[config.mk]
export PLATFORM = sky130hd
export DESIGN_NAME = mpu_result_drain_flat
export DESIGN_NICKNAME = d
export VERILOG_FILES = /design/src/rtl/mpu_result_drain_if.sv /design/src/rtl/mpu_result_drain.sv /design/src/flat_wrapper.sv
export SDC_FILE = /design/constraint.sdc
export NUM_CORES = 2
export LEC_CHECK = 0
export BUFFER_PORTS_ARGS = -buffer_cell sky130_fd_sc_hd__buf_2
export CAP_MARGIN = 25
export CORE_AREA = 5 5 481 483
export DETAILED_ROUTE_END_ITERATION = 10
export DIE_AREA = 0 0 486 488
export GPL_ROUTABILITY_DRIVEN = 0
export SYNTH_ARGS = -nofsm -noshare
export SYNTH_HDL_FRONTEND = slang
export SYNTH_SLANG_ARGS = --single-unit
export TNS_END_PERCENT = 50
[constraint.sdc]
create_clock -name clk -period 42.2 [get_ports clk]
set_clock_uncertainty 0.1 [all_clocks]
set_input_delay 2.11 -clock clk [delete_from_list [all_inputs] [get_ports clk]]
set_output_delay 2.11 -clock clk [all_outputs]
set_load 0.03 [all_outputs]
[src/rtl/mpu_result_drain_if.sv]
// mpu_result_drain_if: start/matrix inputs and row-stream handshake of the MPU result drain
interface mpu_result_drain_if #(
   parameter int N     = 8,
   parameter int ACC_W = 17
);
   logic                                start;
   logic [0:N-1][0:N-1][ACC_W-1:0]      c;
   logic                                row_valid;
   logic                                row_ready;
   logic [0:N-1][ACC_W-1:0]             out_row;
   logic [$clog2(N)-1:0]                row_idx;
   logic                                acc_clr;
   logic                                busy;
   logic                                done;
   modport master (
      input  start, c, row_ready,
      output row_valid, out_row, row_idx, acc_clr, busy, done
   );
   modport slave (
      output start, c, row_ready,
      input  row_valid, out_row, row_idx, acc_clr, busy, done
   );
endinterface

[src/rtl/mpu_result_drain.sv]
// mpu_result_drain: snapshot the NxN accumulator matrix on start and stream it out one row per handshake; define MPU_DRAIN_SAT_EN to clamp output elements to SAT_MAX
module mpu_result_drain #(
   parameter int N       = 8,
   parameter int ACC_W   = 17,
   parameter int SAT_MAX = 255
) (
   input logic               clk,
   input logic               rst,
   mpu_result_drain_if.master bus
);
   localparam int IW = $clog2(N);
   localparam logic [ACC_W-1:0] CEIL = ACC_W'(SAT_MAX);
`ifdef MPU_DRAIN_SAT_EN
   localparam bit SAT_EN = 1'b1;
`else
   localparam bit SAT_EN = 1'b0;
`endif
   typedef enum logic {IDLE, SEND} state_t;
   state_t                         state;
   logic [0:N-1][0:N-1][ACC_W-1:0] snap;
   logic [IW-1:0]                  idx;
   logic                           done_q;
   logic                           clr_q;
   // capture on start, then advance one row per accepted handshake until the last row
   always_ff @(posedge clk or posedge rst) begin
      if (rst) begin
         state  <= IDLE;
         snap   <= '0;
         idx    <= '0;
         done_q <= 1'b0;
         clr_q  <= 1'b0;
      end else begin
         done_q <= 1'b0;
         clr_q  <= 1'b0;
         if (state == IDLE) begin
            if (bus.start) begin
               snap  <= bus.c;
               idx   <= '0;
               clr_q <= 1'b1;
               state <= SEND;
            end
         end else if (bus.row_ready) begin
            if (idx == IW'(N - 1)) begin
               idx    <= '0;
               done_q <= 1'b1;
               state  <= IDLE;
            end else begin
               idx <= idx + 1'b1;
            end
         end
      end
   end
   // current snapshot row, optionally clamped; the snapshot itself keeps full width
   always_comb begin
      for (int k = 0; k < N; k++)
         bus.out_row[k] = (SAT_EN && snap[idx][k] > CEIL) ? CEIL : snap[idx][k];
   end
   assign bus.row_valid = (state == SEND);
   assign bus.busy      = (state == SEND);
   assign bus.row_idx   = idx;
   assign bus.done      = done_q;
   assign bus.acc_clr   = clr_q;
endmodule

[src/flat_wrapper.sv]
// flat-port wrapper written by rule: the top's interface ports become plain ports
module mpu_result_drain_flat 
#(
   parameter int N       = 8,
   parameter int ACC_W   = 17,
   parameter int SAT_MAX = 255
)
  (clk, rst, bus_start, bus_c, bus_row_ready, bus_row_valid, bus_out_row, bus_row_idx, bus_acc_clr, bus_busy, bus_done);
  mpu_result_drain_if #(.N(N), .ACC_W(ACC_W)) bus_i ();
  input logic clk;
  input logic rst;
  input wire logic [$bits(bus_i.start)-1:0] bus_start;
  input wire logic [$bits(bus_i.c)-1:0] bus_c;
  input wire logic [$bits(bus_i.row_ready)-1:0] bus_row_ready;
  output wire logic [$bits(bus_i.row_valid)-1:0] bus_row_valid;
  output wire logic [$bits(bus_i.out_row)-1:0] bus_out_row;
  output wire logic [$bits(bus_i.row_idx)-1:0] bus_row_idx;
  output wire logic [$bits(bus_i.acc_clr)-1:0] bus_acc_clr;
  output wire logic [$bits(bus_i.busy)-1:0] bus_busy;
  output wire logic [$bits(bus_i.done)-1:0] bus_done;
  assign bus_i.start = bus_start;
  assign bus_i.c = bus_c;
  assign bus_i.row_ready = bus_row_ready;
  assign bus_row_valid = bus_i.row_valid;
  assign bus_out_row = bus_i.out_row;
  assign bus_row_idx = bus_i.row_idx;
  assign bus_acc_clr = bus_i.acc_clr;
  assign bus_busy = bus_i.busy;
  assign bus_done = bus_i.done;
  mpu_result_drain #(.N(N), .ACC_W(ACC_W), .SAT_MAX(SAT_MAX)) u_core (.clk(clk), .rst(rst), .bus(bus_i));
endmodule
==> implementation parameters <==
Parameter                              Value

Status
  Outcome    finished, final reports clean

Floorplanning
  Die X-Extent    486 um
  Floorplan die height    between 400 and 500 um
  Starting density of the core    21.5%
  Ports    between 1,000 and 1,500
  Row Count    175
  Area enclosed by the die boundary    around 240,000 um^2
  Core Footprint    roughly 230,000 um^2

Clock tree
  Post-CTS Repair Setup Buffers    0
  CTS tree    built
  Resize count post-CTS    0
  Clock buffer count from CTS    134
  Maximum level of the CTS H-tree    4
  CTS Root Buffer Type    clkbuf_16
  Number of buffers on the longest clock path    3
  Register clock-pin slew on the reported worst setup and hold paths    60 ps
  Hold_buf cts    0
  Clock network latency to the later pin of the worst-skew pair    around 750 ps
  CTS sink count    1,094

Placed design
  Post-placement cell count    6,895
  Post-detailed-placement half-perimeter wirelength    158,000 um
  Count of input and output buffers    between 1,000 and 1,500

Yosys
  Fraction of synthesized cell area in xor and xnor cells    0%
  Simple-gate share of the synthesized area    less than 1%
  Fraction of synthesized area in multiplexers    approximately two fifths
  Post-Synth Adder-Cell Area    0.0772%
  Register area share after synthesis    approximately 56%
  Register bit count reported by yosys    1,094
  Synthesis warning total    0
  Mean area per synthesized cell    17.3 um^2
  Distinct cells, synth    21
  Post-synthesis net count    3,898
  Synth area leaders    dfrtp_1, mux2_2, mux4_2
  Post-Synthesis Cell Area    48,600 um^2
  Cell taking the most area after synthesis    dfrtp_1
  Combinational family with the most area after synthesis    multiplexers
  Cells after Synth    2,803
  Fraction of synthesized cell area taken by the top area cell type    56.3%
  Post-synthesis compound-gate area fraction    less than 1%

Drt
  Number of vias in the routed layout    around 31,000
  First DRT Iteration DRCs    1,709
  Via/cell ratio    4.35
  Drt total wl    197,000 um
  DRC violation count after routing    0
  Routed length per instance    27.4 um
  1st-pass router iterations    5
  Detail Route Antenna Nets    0

Layout
  Net count, final    5,120
  Non-Filler Instances    7,194
  Share of post-route cells with drive strength above 1    67.6%
  Area overhead of the layout relative to synthesis    28.6%

Worst setup path
  Maximum cell stage delay along the critical path    approximately 760 ps
  Category of the most critical setup path    reg -> out
  Capturing point of the worst reg2reg path    u_core.snap[447]
  Flop2flop setup slack    37,000 ps
  Worst endpoint data arrival time    5440 ps
  Worst path required time    39,990 ps
  Worst R2R Start    u_core.bus.busy
  Critical path's top delay family    buffers and inverters
  Worst path depth    7
  Worst path slowest cell    dfrtp_4
  Critical Path Most Common Cell    buf_4
  Critical path peak fanout    41
  Endpoint kind of the worst setup timing path    output port
  Cells along the critical path    buf_4 -> buf_4 -> buf_4 -> buf_4 -> mux4_2 -> mux2_2 -> buf_2
  Cell depth of the worst flop-to-flop path    7
  WP buf/inv    5
  Setup crit start kind    register

STA
  Achievable clock frequency    131 MHz
  Post-route setup TNS    0 ps
  Final hold vios    0
  Number of failing setup endpoints in the final timing report    0
  Setup repair after global routing missed its margin    no
  Max Slew Vio Count    0
  Worst slew margin relative to its limit    26.0%
  Worst slew pin tran    1110 ps
  Final worst-path cycle share    roughly 18%
  Time the worst path needs with I/O delays and setup    around 7700 ps

Global routing
  Maximum number of pins on one net before global-route repair    169
  Global route overflow    0
  First-pass GRT wire length    271,000 um
  Number of global-route vias before repair    33,800
  Total track usage    16.2%
  Number of antenna violations at the first check in global routing    174

Power
  Final Power    5.22 mW
  Worst ir drop on vdd    ~48 uV
  Static leakage    between 20 and 30 nW
  Power density of the placed cells    between 80 and 90 nW/um^2

Worst hold path
  Depth of the worst hold-timing path    1
  Worst hold path endpoint    u_core.snap[528]
  Min-Delay Path Class    reg -> reg
  Hold wc startpoint    u_core.snap[528]

Run
  Max-cap viol count    0
-- layer usage --
| metal | GRT usage, % | share of wire, % | vias to the layer above |
|---|---|---|---|
| met3 | 6.96 | 10 | 419 |
| li1 | - | - | 13100 |
| met5 | 0 | 0.49 | - |
| met4 | 5.95 | 4.2 | 148 |
| met2 | 26.6 | 47 | 1309 |
| met1 | 18.8 | 38 | 16300 |
-- logic make-up (layout without fill, tap and decap cells) --
logic type | count (synthesis) | in the layout
AO/OA/AOI/OAI | 3 | 3
adder cells (fa/ha/maj) | 3 | 3
buffers and inverters | 200 | 1523
flip-flops | 1094 | 1094
multiplexers | 1497 | 1497
other | 0 | 59
AND/OR/NAND/NOR | 6 | 6
-- where the power goes --
| group | switching [mW] | internal, mW | total, mW |
|---|---|---|---|
| logic | 1.11 | 1.02 | 2.13 |
| clock network | 0.482 | 0.680 | 1.16 |
| registers | 0.364 | 1.56 | 1.93 |
-- worst reg2reg max path, delay by kind of cell, from the launching register on --
kind	cells	cell delay (ps)
buffers and inverters	5	3180
DFF	1	730
muxes	1	440
and+or+nand+nor	1	600
-- flip-flops by register name, summed over array words and instances (netlist names) --
register and flops:
u_core.bus.acc_clr 1, u_core.bus.done 1, u_core.snap 1088, u_core.bus.busy 1, u_core.bus.row_idx 3
-- how the worst max path moves through the flow --
stage,startpoint,endpoint,slack (ps)
after detailed placement,u_core.bus.row_idx[0],bus_out_row[19],35170
after floorplan,rst,u_core.bus.acc_clr,9190
final,u_core.bus.row_idx[0],bus_out_row[20],34550
after global routing,u_core.bus.row_idx[0],bus_out_row[20],34170
after CTS,u_core.bus.row_idx[0],bus_out_row[19],34320
after global placement,u_core.bus.row_idx[0],bus_out_row[18],35180
-- synth_stat cells --
master,count
clkbuf_1,20
buf_12,1
mux2i_1,1
buf_4,7
buf_2,140
and4b_1,1
dfrtp_1,1094
and3_1,1
inv_1,1
mux2_1,209
ha_1,3
mux4_1,4
nor4bb_1,1
buf_1,2
nor2b_1,1
mux4_2,268
nor2_1,2
mux2_2,1015
a21o_1,2
buf_6,29
a32o_1,1
-- metrics by stage --
step	cell area (um^2)	utilization, %	hold slack, ps	setup slack [ps]
floorplan	48600	-	349	9190
global placement	57800	25.5	360	35180
detailed placement	57800	25.5	369	35170
CTS	62300	27.5	381	34320
global route	62400	27.6	395	34170
finish	62500	27.6	377	34550
-- placed cells by master (no fill, tap or decap) --
master      Yosys  layout
buf_2         140    1234
dfrtp_1      1094    1091
mux2_2       1015    1015
mux4_2        268     268
mux2_1        209     209
clkbuf_16       0     137
diode_2         0      59
buf_4           7      43
clkbuf_8        0      34
clkbuf_1       20      20
clkinv_2        0      19
inv_6           0       6
clkinv_8        0       5
buf_16          0       5
mux4_1          4       4
inv_16          0       4
clkinvlp_4      0       4
ha_1            3       3
bufinv_16       0       3
clkinv_4        0       3
buf_12          1       3
dfrtp_4         0       3
nor2_1          2       2
inv_8           0       2
a21o_1          2       2
nor2b_4         0       1
and3_1          1       1
mux2i_1         1       1
a32o_1          1       1
nor4bb_1        1       1
and4b_1         1       1
clkinv_16       0       1
-- area by class of cell --
| cell class | count | area [um^2] |
|---|---|---|
| clock buffers | 191 | 3970 |
| diodes | 59 | 148 |
| fillers | 23200 | 164000 |
| repair buffers | 1285 | 6700 |
| clock inverters | 46 | 497 |
| inverters | 1 | 11.3 |
| flip-flops and latches | 1094 | 27400 |
| multi-input cells | 1509 | 20000 |
| well taps | 3009 | 3760 |
(Power assumes the default switching activity.)
